## config.mk

```make
export PLATFORM = sky130hd
export DESIGN_NAME = sccb_master
export DESIGN_NICKNAME = d
export VERILOG_FILES = /design/src/rtl/sccb_master.sv
export SDC_FILE = /design/constraint.sdc
export NUM_CORES = 1
export LEC_CHECK = 0
export ABC_CLOCK_PERIOD_IN_PS = 2500
export CORE_MARGIN = 2
export CORE_UTILIZATION = 40
export DETAILED_ROUTE_END_ITERATION = 10
export GPL_TIMING_DRIVEN = 0
export PLACE_DENSITY = 0.64
export SKIP_CTS_REPAIR_TIMING = 1
export SLEW_MARGIN = 20
export SYNTH_ARGS = -nofsm -noshare
export SYNTH_HDL_FRONTEND = slang
export SYNTH_SLANG_ARGS = --single-unit
```

## constraint.sdc

```tcl
create_clock -name i_clk -period 2.5 [get_ports i_clk]
set_input_delay 0.25 -clock i_clk [delete_from_list [all_inputs] [get_ports i_clk]]
set_output_delay 0.25 -clock i_clk [all_outputs]
set_load 0.02 [all_outputs]
```

## src/rtl/sccb_master.sv

```systemverilog
// sccb_master: single-transaction SCCB (OV7670) register master.
// Optional read path is enabled with `define SCCB_READ_EN.
module sccb_master #(
  parameter int         CLK_F    = 27_000_000,
  parameter int         I2C_F    = 400_000,
  parameter logic [7:0] DEV_ADDR = 8'h42
) (
  input  logic       i_clk,
  input  logic       i_rst,
  input  logic       i_start,
  input  logic [7:0] i_reg_addr,
  input  logic [7:0] i_reg_data,
`ifdef SCCB_READ_EN
  input  logic       i_rw,
  input  logic       i_siod,
  output logic       o_siod_oe,
  output logic [7:0] o_rd_data,
`endif
  output logic       o_ready,
  output logic       o_done,
  output logic       o_sioc,
  output logic       o_siod
);

  localparam int DIV = CLK_F / (4 * I2C_F);
  localparam int CW  = (DIV > 1) ? $clog2(DIV) : 1;
  localparam logic [CW-1:0] TOP = CW'(DIV - 1);

  generate
    if (DIV < 1) begin : g_div_chk
      $error("sccb_master: CLK_F/(4*I2C_F) must be at least 1");
    end
  endgenerate

  localparam logic [2:0] S_IDLE  = 3'd0;
  localparam logic [2:0] S_START = 3'd1;
  localparam logic [2:0] S_BITS  = 3'd2;
  localparam logic [2:0] S_STOP  = 3'd3;
  localparam logic [2:0] S_DONE  = 3'd4;

  logic [2:0]    state, n_state;
  logic [1:0]    q, n_q;
  logic [CW-1:0] cnt;
  logic [4:0]    bidx, n_bidx;
  logic [4:0]    last;
  logic [26:0]   sh;
  logic          ph2, n_ph2;
  logic          rd, rd_req;
  logic          tick, adv, accept;
  logic          nbit, n_sioc, n_siod;

`ifdef SCCB_READ_EN
  assign rd_req = i_rw;
`else
  assign rd_req = 1'b0;
`endif

  assign tick   = (cnt == TOP);
  assign accept = (state == S_IDLE) && i_start;

  // Next position in the frame: state, quarter and bit index.
  always_comb begin
    n_state = state;
    n_q     = q;
    n_bidx  = bidx;
    n_ph2   = ph2;
    adv     = 1'b0;
    case (state)
      S_IDLE: begin
        if (i_start) begin
          adv     = 1'b1;
          n_state = S_START;
          n_q     = 2'd0;
          n_bidx  = 5'd0;
          n_ph2   = 1'b0;
        end
      end
      S_START, S_BITS, S_STOP: begin
        if (tick) begin
          adv = 1'b1;
          n_q = q + 2'd1;
          if (q == 2'd3) begin
            case (state)
              S_START: begin
                n_state = S_BITS;
                n_bidx  = 5'd0;
              end
              S_BITS: begin
                if (bidx == last) n_state = S_STOP;
                else n_bidx = bidx + 5'd1;
              end
              default: begin
                if (rd && !ph2) begin
                  n_state = S_START;
                  n_ph2   = 1'b1;
                end else begin
                  n_state = S_DONE;
                end
              end
            endcase
          end
        end
      end
      S_DONE: begin
        adv     = 1'b1;
        n_state = S_IDLE;
      end
      default: begin
        adv     = 1'b1;
        n_state = S_IDLE;
      end
    endcase
  end

  // Pin levels for the quarter about to begin.
  always_comb begin
    nbit   = (state == S_BITS) ? sh[25] : sh[26];
    n_sioc = o_sioc;
    n_siod = o_siod;
    case (n_state)
      S_START: begin
        case (n_q)
          2'd0: begin
            n_sioc = 1'b1;
            n_siod = 1'b1;
          end
          2'd1: n_siod = 1'b0;
          2'd2: n_sioc = 1'b0;
          default: ;
        endcase
      end
      S_BITS: begin
        case (n_q)
          2'd0: begin
            n_sioc = 1'b0;
            n_siod = nbit;
          end
          2'd1: n_sioc = 1'b1;
          2'd2: n_sioc = 1'b1;
          default: n_sioc = 1'b0;
        endcase
      end
      S_STOP: begin
        case (n_q)
          2'd0: begin
            n_sioc = 1'b0;
            n_siod = 1'b0;
          end
          2'd1: n_sioc = 1'b1;
          2'd2: n_siod = 1'b1;
          default: ;
        endcase
      end
      default: begin
        n_sioc = 1'b1;
        n_siod = 1'b1;
      end
    endcase
  end

  // Sequencer, quarter timer, frame shifter and bus pins.
  always_ff @(posedge i_clk) begin
    if (i_rst) begin
      state   <= S_IDLE;
      q       <= 2'd0;
      cnt     <= '0;
      bidx    <= 5'd0;
      last    <= 5'd0;
      sh      <= '0;
      ph2     <= 1'b0;
      rd      <= 1'b0;
      o_ready <= 1'b1;
      o_done  <= 1'b0;
      o_sioc  <= 1'b1;
      o_siod  <= 1'b1;
    end else begin
      state   <= n_state;
      q       <= n_q;
      bidx    <= n_bidx;
      ph2     <= n_ph2;
      o_ready <= (n_state == S_IDLE);
      o_done  <= (n_state == S_DONE);
      if (adv) begin
        o_sioc <= n_sioc;
        o_siod <= n_siod;
      end
      if (state == S_START || state == S_BITS || state == S_STOP)
        cnt <= tick ? '0 : cnt + CW'(1);
      else
        cnt <= '0;
      if (accept) begin
        rd <= rd_req;
        if (rd_req) begin
          sh   <= {DEV_ADDR, 1'b1, i_reg_addr, 1'b1, 9'h1FF};
          last <= 5'd17;
        end else begin
          sh   <= {DEV_ADDR, 1'b1, i_reg_addr, 1'b1,
                   i_reg_data, 1'b1};
          last <= 5'd26;
        end
      end else if (state == S_STOP && n_state == S_START) begin
        sh <= {DEV_ADDR | 8'h01, 1'b1, 8'hFF, 1'b1, 9'h1FF};
      end else if (state == S_BITS && tick && q == 2'd3) begin
        sh <= {sh[25:0], 1'b1};
      end
    end
  end

`ifdef SCCB_READ_EN
  logic [7:0] rd_sh;
  logic       n_oe;
  logic       rd_win;

  assign rd_win = ph2 && bidx >= 5'd9 && bidx <= 5'd16;
  assign n_oe   = !(n_state == S_BITS && n_ph2 &&
                    n_bidx >= 5'd9 && n_bidx <= 5'd16);

  // Release the line for the data byte and capture it.
  always_ff @(posedge i_clk) begin
    if (i_rst) begin
      o_siod_oe <= 1'b1;
      o_rd_data <= 8'h00;
      rd_sh     <= 8'h00;
    end else begin
      if (adv) o_siod_oe <= n_oe;
      if (state == S_BITS && rd_win && q == 2'd2 && tick)
        rd_sh <= {rd_sh[6:0], i_siod};
      if (n_state == S_DONE && state != S_DONE && rd)
        o_rd_data <= rd_sh;
    end
  end
`endif

endmodule

```

==> impl_metrics.json, run 1 <==
{
  "cts_root_buf": "clkbuf_8",
  "drive_gt1_share_pct": 13.5,
  "swShare_pct": 23.4,
  "htreeDepth": 2,
  "report.final.slew_viol_count": 0,
  "synth_fa_ha_area_share_pct": 3.43,
  "holdWs_ns": 0.424,
  "p_clk_share_pct": 37.0,
  "status": "finished clean",
  "period_share_pct": 96.3,
  "syn_area_sq_um": 2190,
  "synthToLayoutAreaGrowth_pct": 24.4,
  "slew_headroom_pct": 55.3,
  "path_max_fanout": 10,
  "drt_iter0_drc": 102,
  "worst_pin_slew_ns": 0.669,
  "final-setup-viol-count": 0,
  "cts_buffer_depth": 2,
  "preCtsSetupSlack_ns": -0.499,
  "timing.fmax_mhz": 415,
  "grtUsageTotal_pct": 15.7,
  "num_vias": 1995,
  "drtPass1Iterations": 4,
  "final.min_clock_period_ns": 2.41,
  "fin_skew_ns": 0.0116,
  "core_area_sq_um": 5200,
  "ff2ff_path_depth": 11,
  "vias_per_cell": 5.13,
  "cts_tree": "done",
  "n_antenna_cell": 0,
  "final_hold_viol_count": 0,
  "synth_seq_cells": 46,
  "dpl_cell_area_sq_um": 2500,
  "placement.io_buffers": 22,
  "cts_buffers": 5,
  "power_switching_w": 0.000347,
  "dp_hpwl_um": 3290,
  "critPathRequiredTime_ns": 2.66,
  "clock-sinks": 46,
  "postSynthCellCount": 283,
  "synth_top_family_by_area": "simple AND/OR/NAND/NOR gates",
  "synth_compound_area_share_pct": 21.2,
  "total_leakage_power_nw": 0.993,
  "vdd_drop_max_v": 0.000264,
  "die_x_um": 77.9,
  "worstHoldEndpoint": "cnt[0]$_SDFF_PP0_",
  "worstSetupPathType": "register to register",
  "wl_um": 4810,
  "dieHeight_um": 77.9,
  "syn_avg_cell_area_sq_um": 7.73,
  "internal_power_w": 0.00114,
  "worst_slack_ns": 0.0919,
  "fin_tns_setup_ns": 0,
  "rr_startpoint": "state[1]$_SDFF_PP0_",
  "ioPinCount": 23,
  "synth_edf_count": 0,
  "ant_nets": 0,
  "grt_max_degree": 15,
  "rows": 26,
  "globalplace.congestion": 0.836,
  "yosys.area.top_type": "dfxtp_1",
  "ys_seq_area_share_pct": 42.1,
  "yosys.area_share.simple_pct": 24.7,
  "power_frac_seq_pct": 52.2,
  "first_global_vias": 1719,
  "yosysUniqueCellTypes": 45,
  "clk_pin_slew_worst_paths_ns": 0.09,
  "synthArstFlopShare_pct": 0,
  "synthMuxAreaShare_pct": 1.89,
  "rsz0062_at_grt": "yes",
  "start_util_pct": 42.0,
  "synth_area_leaders": "dfxtp_1 42%, a21oi_1 11%, nand2_1 10%, nor2_1 6.2%, ha_1 3.4%",
  "syn-num-nets": 308,
  "reg2reg_slack_ns": 0.09,
  "wl_per_cell_um": 12.4,
  "fin_nets": 343,
  "start_kind": "register",
  "ys.flop_type": "dfxtp_1",
  "synth_xor_area_share_pct": 2.40,
  "hold_path_depth": 1,
  "grt_pass1_wl_um": 7710,
  "synth.top_cell.area_share_pct": 42.1,
  "yosysWarnings": 0,
  "power-per-cell-area_nw_per_um2": 546,
  "drc": 0,
  "clkLatencyLatePin_ns": 0.30,
  "min-delay-start": "cnt[0]$_SDFF_PP0_",
  "die-area_sq_um": 6080,
  "regToRegEndpoint": "o_sioc$_SDFFE_PP1P_",
  "cp-end-kind": "register",
  "cap_violations": 0,
  "design_area_sq_um": 2720,
  "grt_overflow": 0,
  "cp.arrival_ns": 2.57,
  "grt_antenna_before_repair": 0,
  "pwr-share-comb_pct": 10.8,
  "hold_class": "register to register"
}
## critical path, stage by stage, from the launching register on
cell and delay, ns:
dfxtp_1 0.40, clkbuf_2 0.26, o21bai_2 0.17, nor2_4 0.15
mux2_4 0.35, inv_1 0.07, ha_2 0.21, nor2_2 0.06
o21a_1 0.10, o31a_2 0.30, o21ai_2 0.11, o311ai_1 0.10
## placed cells by master, fill, tap and decap left out, types with 2 or more instances in the layout
master,n
nand2_1,60
dfxtp_1,45
a21oi_1,44
nor2_1,33
clkdlybuf4s50_1,22
clkbuf_1,14
buf_4,7
inv_1,6
a31oi_1,5
clkbuf_8,5
nand4_1,4
nand3_1,3
nor4_1,3
xnor2_1,3
xor2_1,3
mux2i_1,3
ha_2,3
ha_1,3
buf_6,2
a21oi_2,2
o21ba_2,2
or2_2,2
nor2_2,2
nor2b_1,2
o21ai_0,2
or4_1,2
nor3_1,2
a2bb2oi_1,2
## area by class of cell
type | count | area (sq um)
multi-input cells | 214 | 1230
clock inverters | 2 | 37.5
fillers | 526 | 2480
flip-flops and latches | 46 | 922
repair buffers | 29 | 273
well taps | 70 | 87.6
clock buffers | 6 | 72.6
inverters | 6 | 22.5
plain buffers | 16 | 76.3
## routing by layer
layer	vias up	GRT usage (%)	part of all wire [%]
met5	-	0	0
met3	4	4.19	3.6
met1	914	21.6	49
met4	0	4.91	1.0
met2	37	24.0	46
li1	1040	-	-
## synthesized netlist by cell type, types with 2 or more instances
cell	instances
nand2_1	61
nor3_1	2
nor4_1	3
o21ai_0	4
nor2b_1	2
xnor2_1	3
or2_2	2
clkbuf_1	16
xor2_1	3
nand4_1	4
or4_1	2
a21oi_1	46
o21bai_1	2
a31oi_1	5
nor2_1	36
ha_1	6
a2bb2oi_1	2
dfxtp_1	46
inv_1	6
o21ba_2	2
mux2i_1	3
nand3_1	4
## power groups by stage
stage	clock (W)	sequential (W)	combinational (W)
floorplan	0	0.000793	0.0000885
global placement	0	0.000791	0.000149
detailed placement	0	0.000792	0.000152
CTS	0.000565	0.000775	0.000152
global route	0.000597	0.000778	0.000179
finish	0.000549	0.000775	0.000161
## metrics by stage
step	utilization (%)	cells	total power [W]
after global placement	48.0	375	0.000940
final	52.3	389	0.00148
after detailed placement	48.1	375	0.000943
after global routing	52.3	389	0.00155
after floorplan	-	283	0.000882
after CTS	50.2	383	0.00149
## kinds of logic after synthesis
family,after synthesis
AOI/OAI and AO/OA,74
xor gates and xnor gates,6
adders and majority gates,6
buffers and inverters,23
DFF,46
muxes,4
and+or+nand+nor,124
## flip-flops by register name (all words and copies together) (netlist names)
name / cells
sh: 27
bidx: 5
cnt: 4
state: 3
q: 2
last: 1
o_done: 1
o_ready: 1
o_sioc: 1
o_siod: 1
## worst max-delay path by stage
stage / start / endpoint / slack (ns) / depth (start not counted)
floorplan: cnt[0]$_SDFF_PP0_ / o_sioc$_SDFFE_PP1P_ / 0.02 / 12
global placement: i_start / o_sioc$_SDFFE_PP1P_ / -0.46 / 12
detailed placement: i_start / o_sioc$_SDFFE_PP1P_ / -0.50 / 12
CTS: state[1]$_SDFF_PP0_ / o_sioc$_SDFFE_PP1P_ / -0.36 / 11
global route: state[1]$_SDFF_PP0_ / o_sioc$_SDFFE_PP1P_ / -0.03 / 11
finish: state[1]$_SDFF_PP0_ / o_sioc$_SDFFE_PP1P_ / 0.09 / 11
Power figures use the tool's default switching activity.
==> run 2, diff against run 1 <==
--- a/config.mk
+++ b/config.mk
@@ -9,6 +9,7 @@
 export CORE_MARGIN = 2
 export CORE_UTILIZATION = 40
 export DETAILED_ROUTE_END_ITERATION = 10
+export GPL_ROUTABILITY_DRIVEN = 1
 export GPL_TIMING_DRIVEN = 0
 export PLACE_DENSITY = 0.64
 export SKIP_CTS_REPAIR_TIMING = 1
==> results of run 2 <==
Final layout, timing and power as in run 1 (identical DEF).
==> run 3, diff against run 2 <==
--- a/config.mk
+++ b/config.mk
@@ -6,7 +6,7 @@
 export NUM_CORES = 1
 export LEC_CHECK = 0
 export ABC_CLOCK_PERIOD_IN_PS = 2500
-export CORE_MARGIN = 2
+export CORE_MARGIN = 1.5
 export CORE_UTILIZATION = 40
 export DETAILED_ROUTE_END_ITERATION = 10
 export GPL_ROUTABILITY_DRIVEN = 1
==> run 3 against run 2 <==
Net effect: critical path depth shrank 4; count of clock-buffer cells in the layout shrank 1; sequential share of layout area is essentially flat; hold slack lost 0.096 ns; flip-flop and latch count is the same; highest routed layer unchanged.
==> impl_metrics.json, run 3 (synthesized netlist as in run 1, its figures left out) <==
{
  "dieHeight_um": 76.9,
  "grt_pass1_wl_um": 8070,
  "cts_buffer_depth": 2,
  "period_share_pct": 96.0,
  "place_inst": 375,
  "dp_hpwl_um": 3280,
  "drive_gt1_share_pct": 14.1,
  "slew_headroom_pct": 53.5,
  "power-per-cell-area_nw_per_um2": 546,
  "worst_slack_ns": 0.0998,
  "first_global_vias": 1761,
  "top_register": "sh",
  "clk_pin_slew_worst_paths_ns": 0.09,
  "drc": 0,
  "ioPinCount": 23,
  "globalplace.congestion": 0.818,
  "cp.arrival_ns": 2.58,
  "start_kind": "register",
  "final-setup-viol-count": 0,
  "die_x_um": 76.9,
  "ant_nets": 0,
  "final_cell_mix": "60 x nand2_1, 45 x a21oi_1, 44 x dfxtp_1, 33 x nor2_1, 21 x clkdlybuf4s50_1",
  "num_vias": 2007,
  "cts_buffers": 5,
  "cp_cell_sequence": "or4_1 > a2111o_1 > o31ai_4 > buf_4 > mux2i_1 > a21o_1 > o221ai_2",
  "grt_overflow": 0,
  "worstSetupPathType": "register to register",
  "hold_class": "primary input to register",
  "clkLatencyLatePin_ns": 0.30,
  "top_regs": "sh: 27 flops, bidx: 5 flops, cnt: 4 flops",
  "wl_um": 4790,
  "fin_nets": 344,
  "final_hold_viol_count": 0,
  "total_leakage_power_nw": 1.01,
  "worst_path_largest_cell_delay_ns": 0.53,
  "grtUsageTotal_pct": 17.0,
  "cts_tree": "done",
  "timing.fmax_mhz": 417,
  "vdd_drop_max_v": 0.000272,
  "clock-sinks": 46,
  "vias_per_cell": 5.15,
  "cts_root_buf": "clkbuf_8",
  "synthToLayoutAreaGrowth_pct": 24.7,
  "drt_iter0_drc": 124,
  "mostFrequentLayoutCell": "nand2_1",
  "start_util_pct": 42.0,
  "cp-end-kind": "register",
  "n_antenna_cell": 0,
  "grt_antenna_before_repair": 0,
  "critPathRequiredTime_ns": 2.68,
  "fin_tns_setup_ns": 0,
  "instances_no_fill": 390,
  "grt_max_degree": 16,
  "status": "finished clean",
  "htreeDepth": 2,
  "preCtsSetupSlack_ns": -0.492,
  "wl_per_cell_um": 12.3,
  "largest_register_ffs": 27,
  "worst_pin_slew_ns": 0.696,
  "die-area_sq_um": 5920,
  "drtPass1Iterations": 5,
  "path_max_fanout": 8,
  "cap_violations": 0,
  "fin_skew_ns": 0.0114,
  "final.min_clock_period_ns": 2.40,
  "report.final.slew_viol_count": 0,
  "slowest_stage": "or4_1",
  "rows": 26,
  "placement.io_buffers": 22,
  "core_area_sq_um": 5200
}
[run 3: layer usage]
metal	up-vias	GRT usage [%]	part of all wire, %	wire length (um)
met5	-	0	0	0
li1	1044	-	-	-
met4	0	6.67	0.73	35
met3	2	4.40	3.9	185
met2	35	25.8	46	2190
met1	926	23.1	50	2380
[run 3: final timing paths]
check	endpoint	depth (start not counted)	from	slack, ns
worst max-delay path	o_siod$_SDFFE_PP1P_	7	bidx[1]$_SDFFE_PP0P_	0.1
worst min-delay path	o_ready$_SDFF_PP1_	3	i_start	0.33
worst max register to register	o_siod$_SDFFE_PP1P_	7	bidx[1]$_SDFFE_PP0P_	0.1
worst min register to register	cnt[0]$_SDFF_PP0_	1	cnt[0]$_SDFF_PP0_	0.42
[run 3: cell type report]
cell class	instances	area (sq um)
buffer	15	67.6
sequential	46	923
timing repair buffer	31	290
clock buffer	5	68.8
multi-input combinational	214	1220
fill	523	2480
clock inverter	3	43.8
tap	70	87.6
inverter	6	22.5
[run 3: per-stage QoR]
step	hold slack, ns	util [%]	instance area, sq um	total power [W]
after floorplan	0.390	-	2190	0.000882
after global placement	0.436	48.0	2500	0.000941
after detailed placement	0.441	48.1	2500	0.000942
after CTS	0.457	50.3	2620	0.00151
after global routing	0.378	52.4	2730	0.00157
final	0.327	52.4	2730	0.00149
[run 3: where the power goes]
group / switching (W) / internal, W / total [W]
clock: 0.000258 / 0.000300 / 0.000558
sequential: 0.0000169 / 0.000761 / 0.000778
combinational: 0.0000782 / 0.0000754 / 0.000154
[run 3: worst max-delay path: cells and delay by family, from the launching register on]
kind	cells	cell delay (ns)
AOI/OAI and AO/OA	4	0.96
and+or+nand+nor	1	0.53
DFF	1	0.36
muxes	1	0.25
buffers and inverters	1	0.18
